File: config.mk
export PLATFORM = sky130hd
export DESIGN_NAME = mdu_sequencer
export DESIGN_NICKNAME = d
export VERILOG_FILES = /design/src/rtl/mdu_sequencer.sv
export SDC_FILE = /design/constraint.sdc
export NUM_CORES = 1
export LEC_CHECK = 0
export CORE_UTILIZATION = 58
export DETAILED_ROUTE_END_ITERATION = 12
export GPL_ROUTABILITY_DRIVEN = 0
export MAX_ROUTING_LAYER = met4
export PLACE_DENSITY_LB_ADDON = 0.1
export SYNTH_ARGS = -nofsm -noshare
export SYNTH_HDL_FRONTEND = slang
export SYNTH_SLANG_ARGS = --single-unit
File: constraint.sdc
create_clock -name clk -period 4.67 [get_ports clk]
set_input_delay 0.934 -clock clk [delete_from_list [all_inputs] [get_ports clk]]
set_output_delay 0.934 -clock clk [all_outputs]
set_load 0.005 [all_outputs]
File: src/rtl/mdu_sequencer.sv
// ---------------------------------------------------------------------------
// mdu_sequencer
//   Iterative RV32M multiply/divide unit together with its sequencing FSM.
//   Handles MUL/MULH/MULHSU/MULHU and DIV/DIVU/REM/REMU. Each operation
//   takes one shift-add (multiply) or shift-subtract (divide) step per cycle.
//   The work is done on operand magnitudes, and the sign is fixed up at the
//   end. Divide-by-zero and signed overflow are resolved at accept time
//   without iterating.
//
// Ports
//   clk      in   1     system clock, rising edge
//   rst_n    in   1     asynchronous active-low reset
//   start    in   1     operation request, sampled only in IDLE or DONE
//   funct3   in   3     RV32M operation select
//   op_a     in   XLEN  rs1 value (multiplicand / dividend)
//   op_b     in   XLEN  rs2 value (multiplier / divisor)
//   kill     in   1     synchronous flush, aborts the current operation
//   busy     out  1     high while iterating (CALC) or fixing signs (FIX)
//   done     out  1     one-cycle pulse, result valid this cycle
//   result   out  XLEN  registered result, held until overwritten
// ---------------------------------------------------------------------------
module mdu_sequencer #(
  parameter int XLEN = 32
) (
  input  logic            clk,
  input  logic            rst_n,
  input  logic            start,
  input  logic [2:0]      funct3,
  input  logic [XLEN-1:0] op_a,
  input  logic [XLEN-1:0] op_b,
  input  logic            kill,
  output logic            busy,
  output logic            done,
  output logic [XLEN-1:0] result
);

  localparam int CW = $clog2(XLEN);

  typedef enum logic [1:0] {
    IDLE,
    CALC,
    FIX,
    DONE
  } state_t;

  state_t r_state;
  state_t w_nextState;

  logic [CW-1:0]     r_cnt;
  logic [2:0]        r_funct3;
  logic [XLEN-1:0]   r_magA;
  logic [XLEN-1:0]   r_magB;
  logic              r_negProd;
  logic              r_negRem;
  logic [2*XLEN-1:0] r_prod;
  logic [XLEN-1:0]   r_rem;
  logic [XLEN-1:0]   r_quo;
  logic [XLEN-1:0]   r_result;

  logic              w_accept;
  logic              w_isDiv;
  logic              w_signedA;
  logic              w_signedB;
  logic              w_negA;
  logic              w_negB;
  logic [XLEN-1:0]   w_magA;
  logic [XLEN-1:0]   w_magB;
  logic [XLEN-1:0]   w_minNeg;
  logic              w_divZero;
  logic              w_overflow;
  logic              w_special;
  logic [XLEN-1:0]   w_specialVal;
  logic [XLEN:0]     w_addend;
  logic [XLEN:0]     w_sum;
  logic [XLEN:0]     w_shift;
  logic [XLEN:0]     w_diff;
  logic [2*XLEN-1:0] w_prodFix;
  logic [XLEN-1:0]   w_quoFix;
  logic [XLEN-1:0]   w_remFix;
  logic [XLEN-1:0]   w_fixVal;

  // Operand decode at accept time. MUL is treated as unsigned because its
  // low half does not depend on signedness, so it never needs a fix-up.
  always_comb begin
    w_isDiv   = funct3[2];
    w_signedA = (funct3 == 3'b001) || (funct3 == 3'b010) ||
                (funct3 == 3'b100) || (funct3 == 3'b110);
    w_signedB = (funct3 == 3'b001) || (funct3 == 3'b100) ||
                (funct3 == 3'b110);
    w_negA    = w_signedA & op_a[XLEN-1];
    w_negB    = w_signedB & op_b[XLEN-1];
    w_magA    = w_negA ? -op_a : op_a;
    w_magB    = w_negB ? -op_b : op_b;
    w_minNeg  = {1'b1, {(XLEN-1){1'b0}}};
    w_divZero = (op_b == '0);
    w_overflow = (op_a == w_minNeg) && (op_b == '1);
    // Overflow only matters for the signed DIV/REM encodings (funct3[0]=0).
    w_special = w_isDiv & (w_divZero | (w_overflow & ~funct3[0]));
    if (w_divZero) begin
      w_specialVal = funct3[1] ? op_a : '1;
    end else begin
      w_specialVal = funct3[1] ? '0 : w_minNeg;
    end
  end

  // Accept only when the unit is idle or presenting a result. A coincident
  // kill always wins over start.
  assign w_accept = start & ~kill & ((r_state == IDLE) || (r_state == DONE));

  // One iteration step. The multiply adds the multiplicand into the upper
  // half and shifts the whole product right, consuming one multiplier bit.
  // The divide shifts one dividend bit into the partial remainder and keeps
  // the subtraction only if it does not go negative (restoring division).
  always_comb begin
    w_addend = r_prod[0] ? {1'b0, r_magA} : '0;
    w_sum    = {1'b0, r_prod[2*XLEN-1:XLEN]} + w_addend;
    w_shift  = {r_rem, r_quo[XLEN-1]};
    w_diff   = w_shift - {1'b0, r_magB};
  end

  // Sign fix-up and result selection.
  always_comb begin
    w_prodFix = r_negProd ? -r_prod : r_prod;
    w_quoFix  = r_negProd ? -r_quo  : r_quo;
    w_remFix  = r_negRem  ? -r_rem  : r_rem;
    case (r_funct3)
      3'b000:                 w_fixVal = w_prodFix[XLEN-1:0];
      3'b001, 3'b010, 3'b011: w_fixVal = w_prodFix[2*XLEN-1:XLEN];
      3'b100, 3'b101:         w_fixVal = w_quoFix;
      default:                w_fixVal = w_remFix;
    endcase
  end

  // State register.
  always_ff @(posedge clk or negedge rst_n) begin
    if (!rst_n) begin
      r_state <= IDLE;
    end else begin
      r_state <= w_nextState;
    end
  end

  // Next-state logic. Special cases go straight to DONE, and kill returns
  // to IDLE from anywhere.
  always_comb begin
    w_nextState = r_state;
    if (kill) begin
      w_nextState = IDLE;
    end else begin
      case (r_state)
        IDLE, DONE: begin
          if (start) begin
            w_nextState = w_special ? DONE : CALC;
          end else begin
            w_nextState = IDLE;
          end
        end
        CALC: begin
          if (r_cnt == CW'(XLEN - 1)) begin
            w_nextState = FIX;
          end
        end
        FIX:     w_nextState = DONE;
        default: w_nextState = IDLE;
      endcase
    end
  end

  // Datapath registers. Latched operand copies are the only values used
  // after accept, so the inputs are free to change afterwards. The result
  // register changes only on a special-case accept or at the end of FIX.
  always_ff @(posedge clk or negedge rst_n) begin
    if (!rst_n) begin
      r_cnt     <= '0;
      r_funct3  <= '0;
      r_magA    <= '0;
      r_magB    <= '0;
      r_negProd <= 1'b0;
      r_negRem  <= 1'b0;
      r_prod    <= '0;
      r_rem     <= '0;
      r_quo     <= '0;
      r_result  <= '0;
    end else if (w_accept) begin
      r_cnt     <= '0;
      r_funct3  <= funct3;
      r_magA    <= w_magA;
      r_magB    <= w_magB;
      r_negProd <= w_negA ^ w_negB;
      r_negRem  <= w_negA;
      r_prod    <= {{XLEN{1'b0}}, w_magB};
      r_rem     <= '0;
      r_quo     <= w_magA;
      if (w_special) begin
        r_result <= w_specialVal;
      end
    end else if (!kill && (r_state == CALC)) begin
      r_cnt <= r_cnt + CW'(1);
      if (r_funct3[2]) begin
        r_quo <= {r_quo[XLEN-2:0], ~w_diff[XLEN]};
        r_rem <= w_diff[XLEN] ? w_shift[XLEN-1:0] : w_diff[XLEN-1:0];
      end else begin
        r_prod <= {w_sum, r_prod[XLEN-1:1]};
      end
    end else if (!kill && (r_state == FIX)) begin
      r_result <= w_fixVal;
    end
  end

  assign busy   = (r_state == CALC) || (r_state == FIX);
  assign done   = (r_state == DONE);
  assign result = r_result;

endmodule
==> results by group, run 1 <==
Final layout
  • Final Cell Area: 0.0203 mm2
  • Nets: 2344
  • Layout cell share with drive strength beyond 1: 0.0546
  • Final std cells w/o fill: 2609
  • P&R area growth vs syn: 13.3%
  • Area used by multi-input combinational logic: 0.0113 mm2
  • FF+latch area: 0.00591 mm2
  • Fillers: 2513

Timing
  • Setup TNS: 0 ns
  • RSZ-0062 raised after global routing: no
  • Final Max Tran Viols: 0
  • Final setup viols: 0
  • Slew HR: 0.211
  • Fmax: 0.233 GHz
  • Final worst path period share: 0.919
  • Worst-Margin Slew: 1.18 ns
  • Clk_skew: 0.0173 ns
  • Min cycle time layout: 4.29 ns
  • Hold Vio Cnt, Final: 0

Placed design
  • Number of instances in the placed design: 2556
  • IO Port Bufs: 104
  • Cell Area, Placed: 0.0193 mm2
  • Sum of net half-perimeters after detailed placement: 41800 um

Die
  • Die height: 178 um
  • Ports: 105
  • Core Area: 0.0300 mm2
  • DIE AREA: 0.0316 mm2
  • Die width: 178 um
  • Initial Utilization: 0.596
  • Num rows: 63

Min path
  • Worst hold path type: in2async

Synthesis
  • Mux cell area share after synthesis: 0.0173
  • Synth warn: 0
  • Largest family of logic cells by synthesized area: compound AO/OA/AOI/OAI gates
  • Synth Area in Simple Gates: 0.185
  • EDFF count, synth: 0
  • Syn nets: 2296
  • Ys async rst share: 1.00
  • Post-Syn Instances: 2148
  • Sequential area share after synthesis: 0.330
  • Synth Cell Area: 0.0179 mm2
  • Yosys cell types: 73
  • Most used flip-flop cell after synthesis: dfrtp_1
  • XOR/XNOR Fraction of Synth Area: 0.112
  • Synth Area in Compound Gates: 0.260
  • Yosys reg bits: 236
  • Syn avg cell area: 8.33 um2
  • Synth Area in Adders: 0.0547

GRT
  • Total track usage: 0.381
  • GR Overflow Total: 0
  • Pin count of the biggest net entering global routing: 154
  • First-pass GRT wire length: 90700 um
  • Vias in the first global route: 16215
  • Initial antenna violation count: 1

Clock network
  • Clk sinks: 236
  • CTS Buf Count: 28
  • Clock transition at the registers of the reported paths: 0.06 ns
  • Post_cts resized: 0
  • CTS tree: yes
  • Buffer depth of the longest clock path: 3
  • Setup bufs post-CTS: 0
  • H-tree Lvls: 1
  • Skew-Pair Late Insertion Delay: 0.56 ns
  • Root Driver: clkbuf_16
  • # hold bufs at CTS: 0

Power and ir drop
  • Worst IR Drop VDD: 0.549 mV
  • Cell area power density: 764 mW/mm2
  • Pleak: 8.85 nW
  • Total power: 15.5 mW

Job
  • Maxcap violations: 0

Drt
  • Via Count: 17507
  • Detailed Route WL: 57900 um
  • DRT iter0 DRCs: 2283
  • Post-Route M1 WL: 24400 um
  • Via density: 6.71
  • Detailed Routing Iterations Pass 1: 6
  • WL per Instance: 22.2 um
  • Met2 routed WL: 25500 um
  • Routed Antenna Nets: 0
  • Max Used Layer: met4
  • Met3 routed WL: 5670 um
  • DRC Markers: 0

Worst setup path
  • Crit start category: flop
  • Worst Path Required: 5.09 ns
  • Worst Path Buf+Inv: 2
  • Critical path type: reg2reg
  • CP Capture Type: flop
  • Top Family by Delay on Critical Path: compound AO/OA/AOI/OAI gates
  • Slowest stage delay, CP: 0.67 ns
  • CP cell instances: inv_1 > ha_1 > fa_1 > nor2b_1 > o31a_1 > o21a_1 > a221oi_1 > o221ai_1 > a41oi_2 > xnor2_2 > buf_12 > mux2i_1 > a21oi_1
  • Worst EP arrival: 4.71 ns
  • Worst-path maximum fanout: 24
  • Crit-path slowest cell: a221oi_1

Outcome
  • Outcome: complete, no violations
## cell type report
| type | instances | share of cell area |
|---|---|---|
| clock buffers | 37 | 0.0383 |
| well taps | 390 | 0.0241 |
| inverters | 69 | 0.0128 |
| clock inverters | 15 | 0.00895 |
| repair buffers | 141 | 0.0671 |
| flip-flops and latches | 236 | 0.291 |
| diodes | 1 | 0.000123 |
| multi-input cells | 1720 | 0.557 |
## cells by family (layout without fill, tap and decap cells)
group           after synthesis  in the layout
compound gates              716            716
xor+xnor                    228            228
fa+ha+maj                    77             77
buf+inv                     192            262
flops                       236            236
mux                          31             31
other cells                   0              1
simple gates                668            668
## metal layers
metal / vias to the layer above / track usage
met5: - / -
met1: 8464 / 0.520
li1: 7905 / -
met3: 152 / 0.0690
met4: 0 / 0.144
met2: 986 / 0.564
## flip-flops by register name, indices dropped and copies added, names as in the netlist
register and flops:
r_state 2, r_magB 32, r_cnt 5, result 32, r_prod 64, r_quo 32, r_negProd 1, r_funct3 3
r_negRem 1, r_rem 32, r_magA 32
## synth_stat cells, types with 8 or more instances
master    number  area share
nor4_1        17      0.0059
inv_1         69       0.014
o21bai_1       8      0.0034
xnor2_1      117       0.057
nand4_1       15      0.0052
and2_1        35       0.012
mux2i_1       31       0.017
dfrtp_1      236        0.33
a211oi_1      15      0.0063
a31oi_1       10      0.0035
o22ai_1        8      0.0028
ha_1          75       0.052
nor2_1       144       0.030
or2_2         12      0.0042
a221o_1       28       0.016
o21a_1         9      0.0038
nor2b_1       11      0.0038
clkbuf_1     107       0.022
o21ai_1       18      0.0050
nand3_1       31      0.0087
a22o_1        23       0.011
a21o_1        71       0.030
o41ai_1       22       0.011
and3_1        38       0.013
or3_1         39       0.014
xor2_1       111       0.054
nor3_1        36       0.010
buf_1          9      0.0019
nand2_1      219       0.046
o31a_1         9      0.0044
o221ai_1      11      0.0054
nand2b_1      20      0.0070
o21ai_0      194       0.054
or4_1         26       0.011
a221oi_1      20      0.0098
a21oi_1      172       0.048
o31ai_1       50       0.021
## cells in the final DEF (no fill, tap or decap), types with 36 or more instances in the layout
master and n:
xnor2_1 116, a21o_1 71, ha_1 75, o31ai_1 50
clkdlybuf4s50_1 103, nor2_1 140, or3_1 39, nor3_1 36
xor2_1 111, inv_1 69, o21ai_0 194, a21oi_1 171
nand2_1 219, and3_1 38, dfrtp_1 235
## power breakdown
| part | total (mW) | switching (mW) | internal (mW) |
|---|---|---|---|
| clock network | 2.31 | 0.920 | 1.39 |
| registers | 4.23 | 1.28 | 2.95 |
| logic | 8.96 | 5.10 | 3.86 |
## metrics by stage
step	utilization	setup WS (ns)	hold WS [ns]
floorplan	-	0.974	0.441
global placement	0.643	0.283	0.460
detailed placement	0.643	0.162	0.464
CTS	0.675	0.572	0.477
global route	0.675	0.316	0.482
finish	0.675	0.377	0.423
## path summary, 6_finish.rpt
kind                                  startpoint                endpoint  slack [ns]  cells after the start
min                                        rst_n    r_rem[6]$_DFFE_PN0P_        0.42                      1
max reg2reg                r_quo[31]$_DFFE_PN0P_    r_rem[4]$_DFFE_PN0P_        0.38                     13
min in group clk           r_magA[0]$_DFFE_PN0P_   r_magA[0]$_DFFE_PN0P_        0.47                      2
max in group asynchronous                  rst_n  r_magA[10]$_DFFE_PN0P_        3.20                      2
min reg2reg                r_magA[0]$_DFFE_PN0P_   r_magA[0]$_DFFE_PN0P_        0.47                      2
max                        r_quo[31]$_DFFE_PN0P_    r_rem[4]$_DFFE_PN0P_        0.38                     13
## worst reg2reg max path: cells and delay by family (launching register included)
kind	cells	cell delay [ns]
compound gates	6	2.06
fa+ha+maj	2	0.55
flops	1	0.47
buf+inv	2	0.45
xor+xnor	1	0.26
mux	1	0.26
simple gates	1	0.08
(Power assumes the default switching activity.)
==> run 2, diff against run 1 <==
- CORE_MARGIN: not set -> 4
- CTS_BUF_LIST: not set -> sky130_fd_sc_hd__clkbuf_2 sky130_fd_sc_hd__clkbuf_4 sky130_fd_sc_hd__clkbuf_8
==> results by group, run 2 (synthesis gave the netlist of run 1 again) <==
Drt
  • Detailed Route WL: 59100 um
  • DRC Markers: 0
  • DRT iter0 DRCs: 2298
  • Routed Antenna Nets: 0
  • Via Count: 17528
  • Via density: 6.62
  • WL per Instance: 22.3 um
  • Detailed Routing Iterations Pass 1: 6

Power and ir drop
  • Total power: 15.6 mW
  • Cell area power density: 763 mW/mm2
  • Worst IR Drop VDD: 0.433 mV
  • Pleak: 8.95 nW

Timing
  • Final Max Tran Viols: 0
  • Fmax: 0.246 GHz
  • Setup TNS: 0 ns
  • RSZ-0062 raised after global routing: no
  • Hold Vio Cnt, Final: 0
  • Hold slack: 0.368 ns
  • Clk_skew: 0.0238 ns
  • Worst-Margin Slew: 1.45 ns
  • Min cycle time layout: 4.06 ns
  • Slew HR: 0.0280
  • Final worst path period share: 0.869
  • Final setup viols: 0

GRT
  • GR Overflow Total: 0
  • Initial antenna violation count: 0
  • First-pass GRT wire length: 92600 um
  • Pin count of the biggest net entering global routing: 101
  • Vias in the first global route: 16322
  • Total track usage: 0.353

Die
  • Die height: 184 um
  • Num rows: 64
  • Ports: 105
  • Die width: 184 um
  • DIE AREA: 0.0337 mm2
  • Initial Utilization: 0.587
  • Core Area: 0.0305 mm2

Clock network
  • Root Driver: clkbuf_8
  • H-tree Lvls: 2
  • Post_cts resized: 0
  • Clk sinks: 236
  • # hold bufs at CTS: 0
  • Clock transition at the registers of the reported paths: 0.06 ns
  • CTS tree: yes
  • Buffer depth of the longest clock path: 3
  • Setup bufs post-CTS: 0
  • CTS Buf Count: 46
  • Skew-Pair Late Insertion Delay: 0.58 ns

Min path
  • Worst hold path type: in2async

Final layout
  • Max reg flops: 64
  • P&R area growth vs syn: 14.0%
  • Layout cell share with drive strength beyond 1: 0.0707
  • Most flop-heavy register: r_prod
  • # diodes: 0
  • Commonest non-fill, non-tap cell in the layout: dfrtp_1
  • Commonest non-fill, non-tap cells in the layout: 235 x dfrtp_1, 219 x nand2_1, 194 x o21ai_0
  • Nets: 2364
  • Final core occ: 0.669
  • Fillers: 2533

Worst setup path
  • Crit start category: flop
  • CP Capture Type: flop
  • Critical path type: reg2reg
  • Worst r2r path cells: 13
  • Worst-path maximum fanout: 24
  • Critical R2R Capture: r_rem[10]$_DFFE_PN0P_
  • FF-to-FF setup slack: 0.61 ns
  • Worst Path Required: 5.15 ns
  • R2r startpoint: r_quo[31]$_DFFE_PN0P_
  • CP endpoint: r_rem[10]$_DFFE_PN0P_
  • Worst EP arrival: 4.53 ns
  • Critical path startpoint: r_quo[31]$_DFFE_PN0P_

Outcome
  • Outcome: complete, no violations

Placed design
  • Sum of net half-perimeters after detailed placement: 43600 um
  • IO Port Bufs: 104

Job
  • Maxcap violations: 0
[run 2: cell count changes in the layout (fill, tap and decap cells not counted), sizes merged]
cell / before / now
clkbuf: 37 / 77
clkinv: 10 / 3
bufinv: 4 / 1
diode: 1 / 0
buf: 38 / 40
[run 2: routing by layer]
layer  share of wire  up-vias  wire, um  track usage
li1                -     7966         -            -
met1            0.43     8440     25600        0.494
met2            0.44      945     25900        0.522
met3           0.088      177      5180       0.0596
met4           0.041        0      2450        0.123
met5               0        -         0            -
[run 2: worst max-delay path, cell delays in order (launching register included)]
cell,delay (ns)
dfrtp_1,0.47
inv_1,0.12
ha_1,0.24
fa_1,0.27
nor2b_1,0.07
o31a_1,0.28
o21a_1,0.25
a221oi_1,0.56
o221ai_1,0.33
a41oi_2,0.44
xnor2_2,0.27
buf_12,0.27
mux2i_1,0.11
a211oi_1,0.26
[run 2: power by group]
| group | total (mW) | switching (mW) | internal (mW) |
|---|---|---|---|
| clock | 2.32 | 0.947 | 1.37 |
| combinational | 8.95 | 5.09 | 3.86 |
| sequential | 4.31 | 1.36 | 2.95 |
| total | 15.6 | 7.39 | 8.18 |
[run 2: layout make-up]
cell class                      count  area (um2)  share of cell area
Tap cell                          396         495              0.0243
Multi-Input combinational cell   1720       11300               0.554
Sequential cell                   236        5910               0.289
Inverter                           69         259              0.0127
Clock inverter                      5        52.6             0.00257
Timing Repair Buffer              143        1410              0.0693
Clock buffer                       77         978              0.0479
[run 2: metrics by stage]
stage          worst slack, ns  area, um2  cells
3_3_place_gp             0.234      19400   2564
2_1_floorplan            0.974      17900   2148
6_report                 0.611      20400   2646
4_1_cts                  0.688      20400   2646
3_5_place_dp             0.120      19400   2564
5_1_grt                  0.424      20400   2646
[run 2: worst min path at each step]
| stage | end | slack, ns | cells after the start |
|---|---|---|---|
| 3_5_place_dp | r_magA[31]$_DFFE_PN0P_ | 0.46 | 1 |
| 5_1_grt | r_rem[6]$_DFFE_PN0P_ | 0.43 | 1 |
| 2_1_floorplan | r_magA[31]$_DFFE_PN0P_ | 0.44 | 1 |
| 3_3_place_gp | r_magA[0]$_DFFE_PN0P_ | 0.46 | 2 |
| 4_1_cts | r_rem[6]$_DFFE_PN0P_ | 0.40 | 1 |
| 6_report | r_rem[6]$_DFFE_PN0P_ | 0.37 | 1 |
